File: src/rtl/alu_pkg.sv
// Shared opcode encodings and flag bit positions for the ALU datapath.
package alu_pkg;

    localparam logic [2:0] ALU_ADD = 3'b000;
    localparam logic [2:0] ALU_SUB = 3'b001;
    localparam logic [2:0] ALU_AND = 3'b010;
    localparam logic [2:0] ALU_ORR = 3'b011;
    localparam logic [2:0] ALU_EOR = 3'b100;
    localparam logic [2:0] ALU_MUL = 3'b101;
    localparam logic [2:0] ALU_BIC = 3'b110;
    localparam logic [2:0] ALU_MOV = 3'b111;

    localparam int FLAG_N = 3;
    localparam int FLAG_Z = 2;
    localparam int FLAG_C = 1;
    localparam int FLAG_V = 0;

endpackage

File: src/rtl/alu_b_shifter.sv
// Operand-B conditioning: optional logical left shift, selected per operation.
module b_shifter #(
    parameter int WIDTH = 5,
    parameter int SHW   = 2
) (
    input  logic [WIDTH-1:0] b_i,
    input  logic [SHW-1:0]   bshift_i,
    input  logic             select_i,
    output logic [WIDTH-1:0] b_eff_o
);

    // With select low the shift amount is ignored entirely, so X on it cannot leak through.
    always_comb begin
        b_eff_o = b_i;
        if (select_i) begin
            b_eff_o = b_i << bshift_i;
        end else begin
            b_eff_o = b_i;
        end
    end

endmodule

File: src/rtl/alu_top.sv
// ARM-style ALU with NZCV flags; result and flags registered for one cycle of latency.
module alu_top
    import alu_pkg::*;
#(
    parameter int WIDTH = 5,
    parameter int SHW   = 2
) (
    input  logic             clk,
    input  logic             rst_n,
    input  logic [WIDTH-1:0] a,
    input  logic [WIDTH-1:0] b,
    input  logic [SHW-1:0]   bshift,
    input  logic             select,
    input  logic [2:0]       ALUControl,
    output logic [WIDTH-1:0] Result,
    output logic [3:0]       ALUFlags
);

    logic [WIDTH-1:0]   b_eff_s;
    logic [WIDTH:0]     sum_s;
    logic [2*WIDTH-1:0] prod_s;
    logic [WIDTH-1:0]   result_d;
    logic [WIDTH-1:0]   result_q;
    logic               carry_s;
    logic               ovf_s;
    logic [3:0]         flags_d;
    logic [3:0]         flags_q;

    b_shifter #(
        .WIDTH (WIDTH),
        .SHW   (SHW)
    ) u_b_shifter (
        .b_i      (b),
        .bshift_i (bshift),
        .select_i (select),
        .b_eff_o  (b_eff_s)
    );

    // Operation decode; C and V only come from the adder, and SUB feeds ~B' with carry-in 1.
    always_comb begin
        sum_s    = '0;
        prod_s   = '0;
        result_d = '0;
        carry_s  = 1'b0;
        ovf_s    = 1'b0;
        case (ALUControl)
            ALU_ADD: begin
                sum_s    = {1'b0, a} + {1'b0, b_eff_s};
                result_d = sum_s[WIDTH-1:0];
                carry_s  = sum_s[WIDTH];
                ovf_s    = (a[WIDTH-1] == b_eff_s[WIDTH-1]) && (sum_s[WIDTH-1] != a[WIDTH-1]);
            end
            ALU_SUB: begin
                sum_s    = {1'b0, a} + {1'b0, ~b_eff_s} + {{WIDTH{1'b0}}, 1'b1};
                result_d = sum_s[WIDTH-1:0];
                carry_s  = sum_s[WIDTH];
                ovf_s    = (a[WIDTH-1] != b_eff_s[WIDTH-1]) && (sum_s[WIDTH-1] != a[WIDTH-1]);
            end
            ALU_AND: result_d = a & b_eff_s;
            ALU_ORR: result_d = a | b_eff_s;
            ALU_EOR: result_d = a ^ b_eff_s;
            ALU_MUL: begin
                prod_s   = {{WIDTH{1'b0}}, a} * {{WIDTH{1'b0}}, b_eff_s};
                result_d = prod_s[WIDTH-1:0];
            end
            ALU_BIC: result_d = a & ~b_eff_s;
            ALU_MOV: result_d = b_eff_s;
            default: result_d = '0;
        endcase
    end

    // Flag assembly from the selected result.
    always_comb begin
        flags_d         = 4'b0000;
        flags_d[FLAG_N] = result_d[WIDTH-1];
        flags_d[FLAG_Z] = (result_d == '0);
        flags_d[FLAG_C] = carry_s;
        flags_d[FLAG_V] = ovf_s;
    end

    // Output register; cleared asynchronously while rst_n is low.
    always_ff @(posedge clk or negedge rst_n) begin
        if (!rst_n) begin
            result_q <= '0;
            flags_q  <= 4'b0000;
        end else begin
            result_q <= result_d;
            flags_q  <= flags_d;
        end
    end

    assign Result   = result_q;
    assign ALUFlags = flags_q;

endmodule

File: config.mk
export PLATFORM = sky130hd
export DESIGN_NAME = alu_top
export DESIGN_NICKNAME = d
export VERILOG_FILES = /design/src/rtl/alu_pkg.sv /design/src/rtl/alu_b_shifter.sv /design/src/rtl/alu_top.sv
export SDC_FILE = /design/constraint.sdc
export NUM_CORES = 1
export LEC_CHECK = 0
export CAP_MARGIN = 20
export CORE_MARGIN = 10
export CORE_UTILIZATION = 30
export DETAILED_ROUTE_END_ITERATION = 7
export DONT_BUFFER_PORTS = 1
export SYNTH_ARGS = -nofsm -noshare
export SYNTH_HDL_FRONTEND = slang
export SYNTH_SLANG_ARGS = --single-unit
export TNS_END_PERCENT = 20
File: constraint.sdc
create_clock -name clk -period 1.4 [get_ports clk]
set_input_delay 0.28 -clock clk [delete_from_list [all_inputs] [get_ports clk]]
set_output_delay 0.28 -clock clk [all_outputs]
set_load 0.1 [all_outputs]
==> results by group <==
Timing
  – Maximum clock rate: 284 MHz
  – Final setup fails: 8
  – Final worst slack: -2.13 ns
  – RSZ-0062 raised after global routing: yes
  – Final count of hold timing violations: 0
  – Fin. max-slew vios: 0
  – Fin crit share: 252%
  – Max_slew headroom: 78.3%
  – Worst slew pin tran: 0.324 ns
  – Fin crit period: ~3.5 ns

Synthesis
  – Synth top area cells: ha_1, dfrtp_1, inv_1
  – Top-area cell type share of the netlist area: 18.0%
  – Synthesized cell area: ~1500 sq um
  – Syn_nets: 244
  – Most frequent cells after synthesis: ha_1, inv_1, nor2_1
  – Synth Area in Simple Gates: 22.5%
  – Compound-Gate Fraction of Synth Area: 23.1%
  – Syn avg cell area: 7.65 sq um
  – Xor-xnor portion of the synthesized cell area: between 7 and 8%
  – Leading area contributor after synthesis: ha_1
  – Register area share after synthesis: 13.1%
  – Post-synthesis cell count: 200
  – Main synth FF type: dfrtp_1
  – Synth warnings: 0
  – Post-synthesis mux area share: 1.39%
  – FFs w/ async S/R, synth: 100%
  – Synth Area in Adders: 23.2%
  – EDFF count, synth: 0
  – Synth Register Bits: 8
  – Main combinational cell family by area after synthesis: adder cells
  – Library cells used by synthesis: between 50 and 60

Setup path
  – CP endpoint: ALUFlags[3]
  – WP data required: 1.56 ns
  – Max Fanout on Critical Path: 4
  – Setup crit start kind: input port
  – WS Path Type: in -> reg
  – Critical path arrival: 3.69 ns
  – CP startpoint: b[1]
  – CP Capture Type: flop

Clock network
  – Total CTS buffers: 3
  – CTS Sinks: 8
  – CTS tree: built
  – Clock root cell: clkbuf_8
  – Setup repair bufs after CTS: 0
  – CTS clk-pin slew, worst paths: ~0.04 ns
  – CTS H-tree lvls: 1
  – CTS max path bufs: 2

Die
  – Die Width: 91.4 um
  – Number of I/O pins: 27
  – Cell Rows: 25
  – Core ar.: 4850 sq um
  – Die Y: 91.4 um
  – Initial Util: between 30% and 40%
  – Die area: approximately 8400 sq um

Routing
  – 1st-pass router iterations: 4
  – Detailed-route via count: between 1500 and 2000
  – DR vias/cell: around 5
  – Routed Antenna Nets: 0
  – DRC viols: 0
  – Routed len/inst: approximately 14 um
  – Iter 0 DRT Violations: 164
  – Post-Route WL: approximately 4.6 mm

Global route
  – Initial antenna violation count: 0
  – GRT Residual Overflow: 0
  – Vias in the first global route: 1617
  – Largest net degree at the start of global routing: 24
  – Total global-route track usage: 10.7%
  – First-pass GRT wire length: 7.60 mm

Run status
  – Status: finished with violations
  – Violated checks: negative setup slack

Pwr
  – Leak: 0.00103 uW
  – PD cells: 787 nW/um^2
  – Worst IR Drop VDD: 0.552 mV

Placed design
  – Placed instance area: 2050 sq um
  – IO Port Bufs: 0
  – Routability cong.: 0.929
  – Hpwl dp: 3.77 mm
  – Place WS: -2.38 ns

Worst hold path
  – Worst hold path class: in -> reg
  – Worst Hold Path Cells: 1

Finish
  – Layout cells sized above 1: 33.9%
  – Ant diodes: 0
  – Layout Nets: 299
  – Fin area: around 2200 sq um
  – Area Overhead vs Synth: 40.6%

Flow run
  – Max Cap Viol: 0
[report_power, final]
group,internal (uW),total (uW),switching [uW]
registers,266,277,10.7
logic,475,1140,665
clock network,196,276,79.7
[per-stage QoR]
| stage | hold WS (ns) | total power (uW) | cells | util (%) | TNS, ns |
|---|---|---|---|---|---|
| 2_1_floorplan | -0.0156 | 1040 | 200 | - | -10.42 |
| 3_3_place_gp | -0.0153 | 1360 | 316 | 42.2 | -11.36 |
| 3_5_place_dp | -0.0153 | 1370 | 316 | 42.2 | -11.76 |
| 4_1_cts | 0.125 | 1680 | 321 | 43.6 | -9.68 |
| 5_1_grt | 0.119 | 1810 | 321 | 44.4 | -10.70 |
| 6_report | 0.128 | 1690 | 321 | 44.4 | -9.59 |
[registers in the layout, summed over array words and instances (netlist names)]
signal / count
ALUFlags: 4
Result: 4
[area by class of cell]
cell class,instances,area (sq um)
Clock buffer,4,45.0
Fill cell,497,2700
Inverter,22,82.6
Multi-Input combinational cell,160,1270
Sequential cell,8,201
Tap cell,67,83.8
Timing Repair Buffer,60,469
[worst min path at each step]
stage             startpoint          end  slack (ns)
2_1_floorplan          rst_n  ALUFlags[0]       -0.02
3_3_place_gp           rst_n  ALUFlags[0]       -0.02
3_5_place_dp           rst_n  ALUFlags[0]       -0.02
4_1_cts        ALUControl[1]  ALUFlags[0]        0.13
5_1_grt        ALUControl[1]  ALUFlags[0]        0.12
6_report       ALUControl[1]  ALUFlags[0]        0.13
[timing repair]
item	4_1_cts	5_1_grt
hold buffers	1	0
endpoints found under the hold margin	8	0
pin swaps	3	5
setup endpoints to repair	8	8
resized for setup	3	10
[cells by family after synthesis]
logic type,after synthesis
and+or+nand+nor,71
buffers and inverters,32
adders and majority gates,26
DFF,8
xor gates and xnor gates,12
AOI/OAI and AO/OA,49
muxes,2
[critical path: stages]
cell and delay, ns:
nor2b_1 0.11, a32o_2 0.27, or2_4 0.25, inv_2 0.06, nor2_2 0.03, ha_1 0.27, ha_1 0.28, inv_2 0.04
fa_1 0.46, fa_2 0.38, xnor2_2 0.15, xnor2_1 0.18, xnor2_1 0.16, xnor2_1 0.16, xnor3_1 0.30, nor3_4 0.16
or2_4 0.14
[cell usage in the layout (no fill, tap or decap), types with 4 or more instances in the layout]
master,instances
a21oi_1,10
buf_4,57
dfrtp_1,7
ha_1,21
inv_1,20
nand2_1,16
nor2_1,21
nor3_1,12
o211ai_1,4
o21ai_0,5
xnor2_1,6
xor2_1,4
[layer usage]
metal	vias up	share of wire [%]	global-route usage (%)
met3	4	6.1	2.55
met4	0	0.70	3.52
met5	-	0	0
li1	814	-	-
met2	43	51	19.3
met1	777	43	12.0
No activity file was read; power rests on OpenSTA's default activity.
